$ cat src/rtl/vga_timing.sv
// vga_timing: pixel/line counters with registered sync and blanking flags.
// Optional one-cycle frame_start pulse is built when VGA_FRAME_START_EN is defined.
module vga_timing #(
  parameter int H_VISIBLE    = 800,
  parameter int H_SYNC_START = 840,
  parameter int H_SYNC_END   = 968,
  parameter int H_TOTAL      = 1056,
  parameter int V_VISIBLE    = 600,
  parameter int V_SYNC_START = 601,
  parameter int V_SYNC_END   = 605,
  parameter int V_TOTAL      = 628
) (
  input  logic        clk,
  input  logic        rst,
  output logic [10:0] vcount,
  output logic        vsync,
  output logic        vblnk,
  output logic [10:0] hcount,
  output logic        hsync,
  output logic        hblnk,
  output logic        frame_start
);

  // 12-bit constants so a bound of 2048 still compares correctly
  localparam logic [11:0] HV  = 12'(H_VISIBLE);
  localparam logic [11:0] HSS = 12'(H_SYNC_START);
  localparam logic [11:0] HSE = 12'(H_SYNC_END);
  localparam logic [11:0] HT  = 12'(H_TOTAL);
  localparam logic [11:0] VV  = 12'(V_VISIBLE);
  localparam logic [11:0] VSS = 12'(V_SYNC_START);
  localparam logic [11:0] VSE = 12'(V_SYNC_END);
  localparam logic [11:0] VT  = 12'(V_TOTAL);

  logic        h_last;
  logic        v_last;
  logic [10:0] h_nxt;
  logic [10:0] v_nxt;
  logic [11:0] h_ext;
  logic [11:0] v_ext;
  logic        hs_nxt;
  logic        hb_nxt;
  logic        vs_nxt;
  logic        vb_nxt;

  always_comb begin
    h_last = ({1'b0, hcount} == HT - 12'd1);
    v_last = ({1'b0, vcount} == VT - 12'd1);
    h_nxt  = h_last ? 11'd0 : hcount + 11'd1;
    v_nxt  = vcount;
    if (h_last) begin
      v_nxt = v_last ? 11'd0 : vcount + 11'd1;
    end
  end

  // flags look at the counter values about to be presented
  always_comb begin
    h_ext  = {1'b0, h_nxt};
    v_ext  = {1'b0, v_nxt};
    hb_nxt = (h_ext >= HV);
    hs_nxt = (h_ext >= HSS) && (h_ext < HSE);
    vb_nxt = (v_ext >= VV);
    vs_nxt = (v_ext >= VSS) && (v_ext < VSE);
  end

  always_ff @(posedge clk or posedge rst) begin
    if (rst) begin
      hcount <= '0;
      vcount <= '0;
      hsync  <= 1'b0;
      hblnk  <= 1'b0;
      vsync  <= 1'b0;
      vblnk  <= 1'b0;
    end else begin
      hcount <= h_nxt;
      vcount <= v_nxt;
      hsync  <= hs_nxt;
      hblnk  <= hb_nxt;
      vsync  <= vs_nxt;
      vblnk  <= vb_nxt;
    end
  end

`ifdef VGA_FRAME_START_EN
  // pulses only on the real wrap, never on the reset-held origin
  always_ff @(posedge clk or posedge rst) begin
    if (rst) begin
      frame_start <= 1'b0;
    end else begin
      frame_start <= h_last && v_last;
    end
  end
`else
  assign frame_start = 1'b0;
`endif

endmodule

$ cat config.mk
export PLATFORM = sky130hd
export DESIGN_NAME = vga_timing
export DESIGN_NICKNAME = d
export VERILOG_FILES = /design/src/rtl/vga_timing.sv
export SDC_FILE = /design/constraint.sdc
export NUM_CORES = 1
export LEC_CHECK = 0
export ABC_AREA = 1
export ABC_CLOCK_PERIOD_IN_PS = 3200
export CAP_MARGIN = 15
export CORE_UTILIZATION = 55
export DETAILED_ROUTE_END_ITERATION = 7
export PLACE_DENSITY = 0.84
export SETUP_SLACK_MARGIN = 0.15
export SYNTH_ARGS = -nofsm -noshare
export SYNTH_HDL_FRONTEND = slang
export SYNTH_SLANG_ARGS = --single-unit
$ cat constraint.sdc
create_clock -name clk -period 3.2 [get_ports clk]
set_input_delay 0.64 -clock clk [delete_from_list [all_inputs] [get_ports clk]]
set_output_delay 0.64 -clock clk [all_outputs]
set_load 0.02 [all_outputs]
# Word-level counts from Yosys, hierarchy flattened
# Cells that the tools add are included.
# classes
bitwise	0
n_lt_le_gt_ge	6
n_mul	0
div_mod_pow	0
eq_ne	2
n_shift	0
n_addsub	2
reduce_logical	2
mux	3
# op_table
operator	n
greater-or-equal comparator 11 x 10 -> 1 bit (second input constant)	4
two-way mux 11 bit	3
adder 11 x 1 -> 11 bit (second input constant)	2
less-than comparator 11 x 10 -> 1 bit (second input constant)	2
== test 11 x 10 -> 1 bit (second input constant)	1
== test 11 bit (second input constant)	1
logical AND 1 bit	2
# word_totals
mem_bits_rw	0
latchBits	0
romBits	0
out_inout_bits	27
mem_count	0
regBits	26
in_bits	2
elab_cells	21

# Logic depth before layout (Yosys ltp)
# logic_depth
ltp_word	5
mapped_depth	13
mapped_depth_nobuf	13

# Worst setup path after synthesis
# Ideal clock, no wire load.
# synth_path
path_type	register -> register
start	reg hcount[0]
end	reg vsync
arrival_time_ns	1.759
period_less_slack_ns	1.874
slack_ns	1.326
stages_incl_launch_ff	13
setup_time_ns	0.115
path_cell_list	dfrtp_1 ha_1 nand4_2 nor2_4 buf_6 buf_12 nand3_2 nand2_2 nand3_2 nor2_4 nand3_1 nand2_1 nor2_1
# synth_via
elab_chain_len	4
# synth_rtl
item	line	source
start, declared	18	output logic [10:0] hcount,
start signal, assigned	74	hcount <= h_nxt;
== test 11 bit (*)	46	h_last = ({1'b0, hcount} == HT - 12'd1);
two-way mux 11 bit (*)	50	if (h_last) begin
greater-or-equal comparator 11 x 10 -> 1 bit / less-than comparator 11 x 10 -> 1 bit (equally long branches)	62	vs_nxt = (v_ext >= VSS) && (v_ext < VSE);
logical AND 1 bit (*)	62	
via vs_nxt	42	logic vs_nxt;
end signal, assigned	78	vsync <= vs_nxt;
end, declared	16	output logic vsync,
# The timed path passes the listed nets; every way through them passes the cells marked *.

# Final worst setup path
# layout_path
start	reg hcount[0]
end	reg vsync
# layout_via
elab_chain_len	4
# layout_rtl
item	line	source
== test 11 bit (*)	46	
two-way mux 11 bit (*)	50	
via v_nxt[8]	37	logic [10:0] v_nxt;
greater-or-equal comparator 11 x 10 -> 1 bit / less-than comparator 11 x 10 -> 1 bit (equally long branches)	62	
logical AND 1 bit (*)	62	
via vs_nxt	42	
# Marked as above.

==> impl_metrics.csv <==
group,metric,value,unit
worst_setup_path,worstReg2RegEnd,"vsync$_DFF_PP0_",
worst_setup_path,worstSetupPathType,"reg -> reg",
finish,fill_cells,200,
cts,clk_path_buf_depth,2,
power,cellPowerDensity,307.6,nW/µm²
power,power_leakage,0.9886,nW
cts,cts_root_buf,"clkbuf_4",
routing,finalWirelength,3428,µm
worst_setup_path,startpoint,"hcount[0]$_DFF_PP0_",
logic_synthesis,synth_area,1523,µm²
worst_setup_path,r2r_cells,12,
hold_path,hold_start,"hcount[0]$_DFF_PP0_",
finish,layout_commonest_cell,"nand2_1",
die,design.die.area,2983,µm²
placement,gp_congestion,0.8559,
power,vdd_drop_max,0.2293,mV
placement,place_inst,258,
worst_setup_path,critPathBufInv,2,
timing,timing_hold_violations_final,0,
hold_path,hp-class,"reg -> reg",
run,drv_cap,0,
finish,layout_common_cells,"54 x nand2_1, 37 x inv_1, 27 x clkdlybuf4s50_1",
die,start_util,59.83,%
placement,place_hpwl,2526,µm
logic_synthesis,synth_seq_area_share,42.73,%
routing,vias,1417,
finish,syn2layout_area_growth,21.12,%
cts,cts_hold_buf,0,
logic_synthesis,synth_fp_nets,208,
timing,tightest_slew,0.9679,ns
worst_setup_path,slowest_stage,"dfrtp_1",
worst_setup_path,cpMostUsedCell,"nand2_1",
logic_synthesis,synth_top_area_share,42.73,%
global_route,grt_pass1_wl,5526,µm
timing,final.setup.tns,0,ns
timing,fmax,463.8,MHz
routing,routed_via_density,5.408,
timing,rsz0062_at_grt,"no",
worst_setup_path,r2r_slack,1.04,ns
finish,multi_input_area,690.7,µm²
worst_setup_path,path_cells,"ha_1 -> nand4_2 -> nor2_4 -> inv_2 -> nand2_1 -> nand2_1 -> nor2_1 -> inv_1 -> nor2_4 -> nand3_1 -> nand2_1 -> nor2_1",
routing,drc_errors,0,
finish,instances_no_fill,262,
cts,htree_num_levels,1,
placement,numPortBuffers,27,
cts,clkTransAtPathRegs,0.15,ns
global_route,grt_max_degree,27,
power,power,0.0005672,W
finish,final_core_util,72.47,%
worst_setup_path,r2r-start,"hcount[0]$_DFF_PP0_",
worst_setup_path,path_delay_family,"simple AND/OR/NAND/NOR gates",
cts,clock_latency,0.33,ns
finish,diodes,0,
die,die_h,54.62,µm
worst_setup_path,crit_arrival,2.41,ns
routing,dr.pass1.iters,4,
worst_setup_path,cp_data_required_time,3.45,ns
logic_synthesis,synth.avg_cell_area,7.464,µm²
cts,numCtsBuffers,3,
worst_setup_path,cp.depth,12,
worst_setup_path,endpoint_kind,"flop",
worst_setup_path,crit_end,"vsync$_DFF_PP0_",
routing,wl_per_cell,13.08,µm
worst_setup_path,startpoint_type,"flop",
cts,clock_sinks,26,
cts,cts_tree,"built",
die,core.rowCount,18,
finish,nets,237,
timing,slew-limit-headroom,35.40,%
timing,finalCriticalPeriod,2.156,ns
cts,cts_resized,0,
timing,finalMaxSlewViolations,0,
global_route,antenna_found_initial,0,
routing,drt-initial-drc-count,57,
logic_synthesis,yosysWarnings,0,
global_route,grt-ovfl-total,0,
finish,drive_above_1_share,6.897,%
worst_setup_path,slowest_delay,0.42,ns
logic_synthesis,synthDistinctLibCells,27,
timing,skew,0.01091,ns
die,fp.dieW,54.62,µm
global_route,track_usage,26.83,%
routing,ant_nets,0,
logic_synthesis,syn_inst,204,
timing,finalSetupViolations,0,
hold_path,hold-path-cell-count,1,
placement,pre_cts_ws,1.058,ns
timing,finalWorstSetupSlack,1.044,ns
logic_synthesis,synth_area_leaders,"dfrtp_1 43%, nand2_1 13%, inv_1 9.1%",
logic_synthesis,synth_top_cell_by_area,"dfrtp_1",
die,core,2545,µm²
finish,final-seq-area,650.6,µm²
die,io_pins,29,
global_route,grt_pass1_vias,1285,
logic_synthesis,ys_ff_latch,26,
cts,postCtsSetupRepairBufs,0,
worst_setup_path,cp_max_fo,20,
timing,finalCritPeriodShare,67.38,%
run_status,status,"finished clean",
==> area by class of cell <==
| cell class | count | share of cell area, % |
|---|---|---|
| clock buffer | 3 | 1.221 |
| clock inverter | 1 | 1.628 |
| inverter | 38 | 7.734 |
| multi-input combinational | 137 | 37.45 |
| sequential | 26 | 35.28 |
| tap | 30 | 2.035 |
| timing repair buffer | 27 | 14.65 |
==> Yosys cell counts <==
master / n
nand3_1: 25
a21oi_1: 3
nand2_2: 2
o21ai_1: 2
o31ai_1: 1
xor2_1: 6
dfrtp_1: 26
and2_1: 1
o21bai_1: 1
ha_1: 2
nand3_2: 2
o21ai_2: 1
a21o_1: 1
or2_2: 2
inv_1: 37
buf_12: 1
buf_6: 1
nor2_1: 19
nor3_1: 1
nand2_1: 54
inv_2: 1
nand4_1: 5
o21ai_0: 4
buf_4: 1
nor2_4: 3
conb_1: 1
nand4_2: 1
==> power breakdown <==
group | switching (W) | internal, W | total, W
combinational | 0.00000723 | 0.00000113 | 0.00000836
sequential | 0 | 0.000329 | 0.000329
clock | 0.000103 | 0.000127 | 0.000230
total | 0.000111 | 0.000457 | 0.000567
==> metrics by stage <==
stage	hold slack, ns	cell area [µm²]
2_1_floorplan	0.5755	1523
3_3_place_gp	0.4673	1792
3_5_place_dp	0.4959	1792
4_1_cts	0.5175	1844
5_1_grt	0.5292	1844
6_report	0.5085	1844
==> kinds of logic (layout without fill, tap and decap cells) <==
| family | after synthesis | count (layout) | share of synthesized area, % |
|---|---|---|---|
| compound gates | 13 | 13 | 5.013 |
| xor+xnor | 6 | 6 | 3.451 |
| fa+ha+maj | 2 | 2 | 1.643 |
| buf+inv | 41 | 69 | 11.91 |
| flops | 26 | 26 | 42.73 |
| other cells | 1 | 1 | 0.2463 |
| simple gates | 115 | 115 | 35.00 |
==> registers in the layout (all words and copies together), names as in the netlist <==
register	count
vblnk	1
vsync	1
hsync	1
hcount	11
hblnk	1
vcount	11
==> metal layers <==
metal  GRT usage (%)  vias up  part of all wire [%]
li1                -      689                     -
met1           39.08      670                    47
met2           38.55       54                    47
met3           3.611        4                   4.3
met4           13.68        0                   1.5
met5               0        -                     0
==> worst min path at each step <==
stage                               end  slack (ns)
finish              hcount[0]$_DFF_PP0_        0.51
global route        hcount[0]$_DFF_PP0_        0.53
CTS                 hcount[0]$_DFF_PP0_        0.52
detailed placement  hcount[0]$_DFF_PP0_        0.50
global placement    hcount[0]$_DFF_PP0_        0.47
floorplan           hcount[0]$_DFF_PP0_        0.58
No activity file was read; power rests on OpenSTA's default activity.
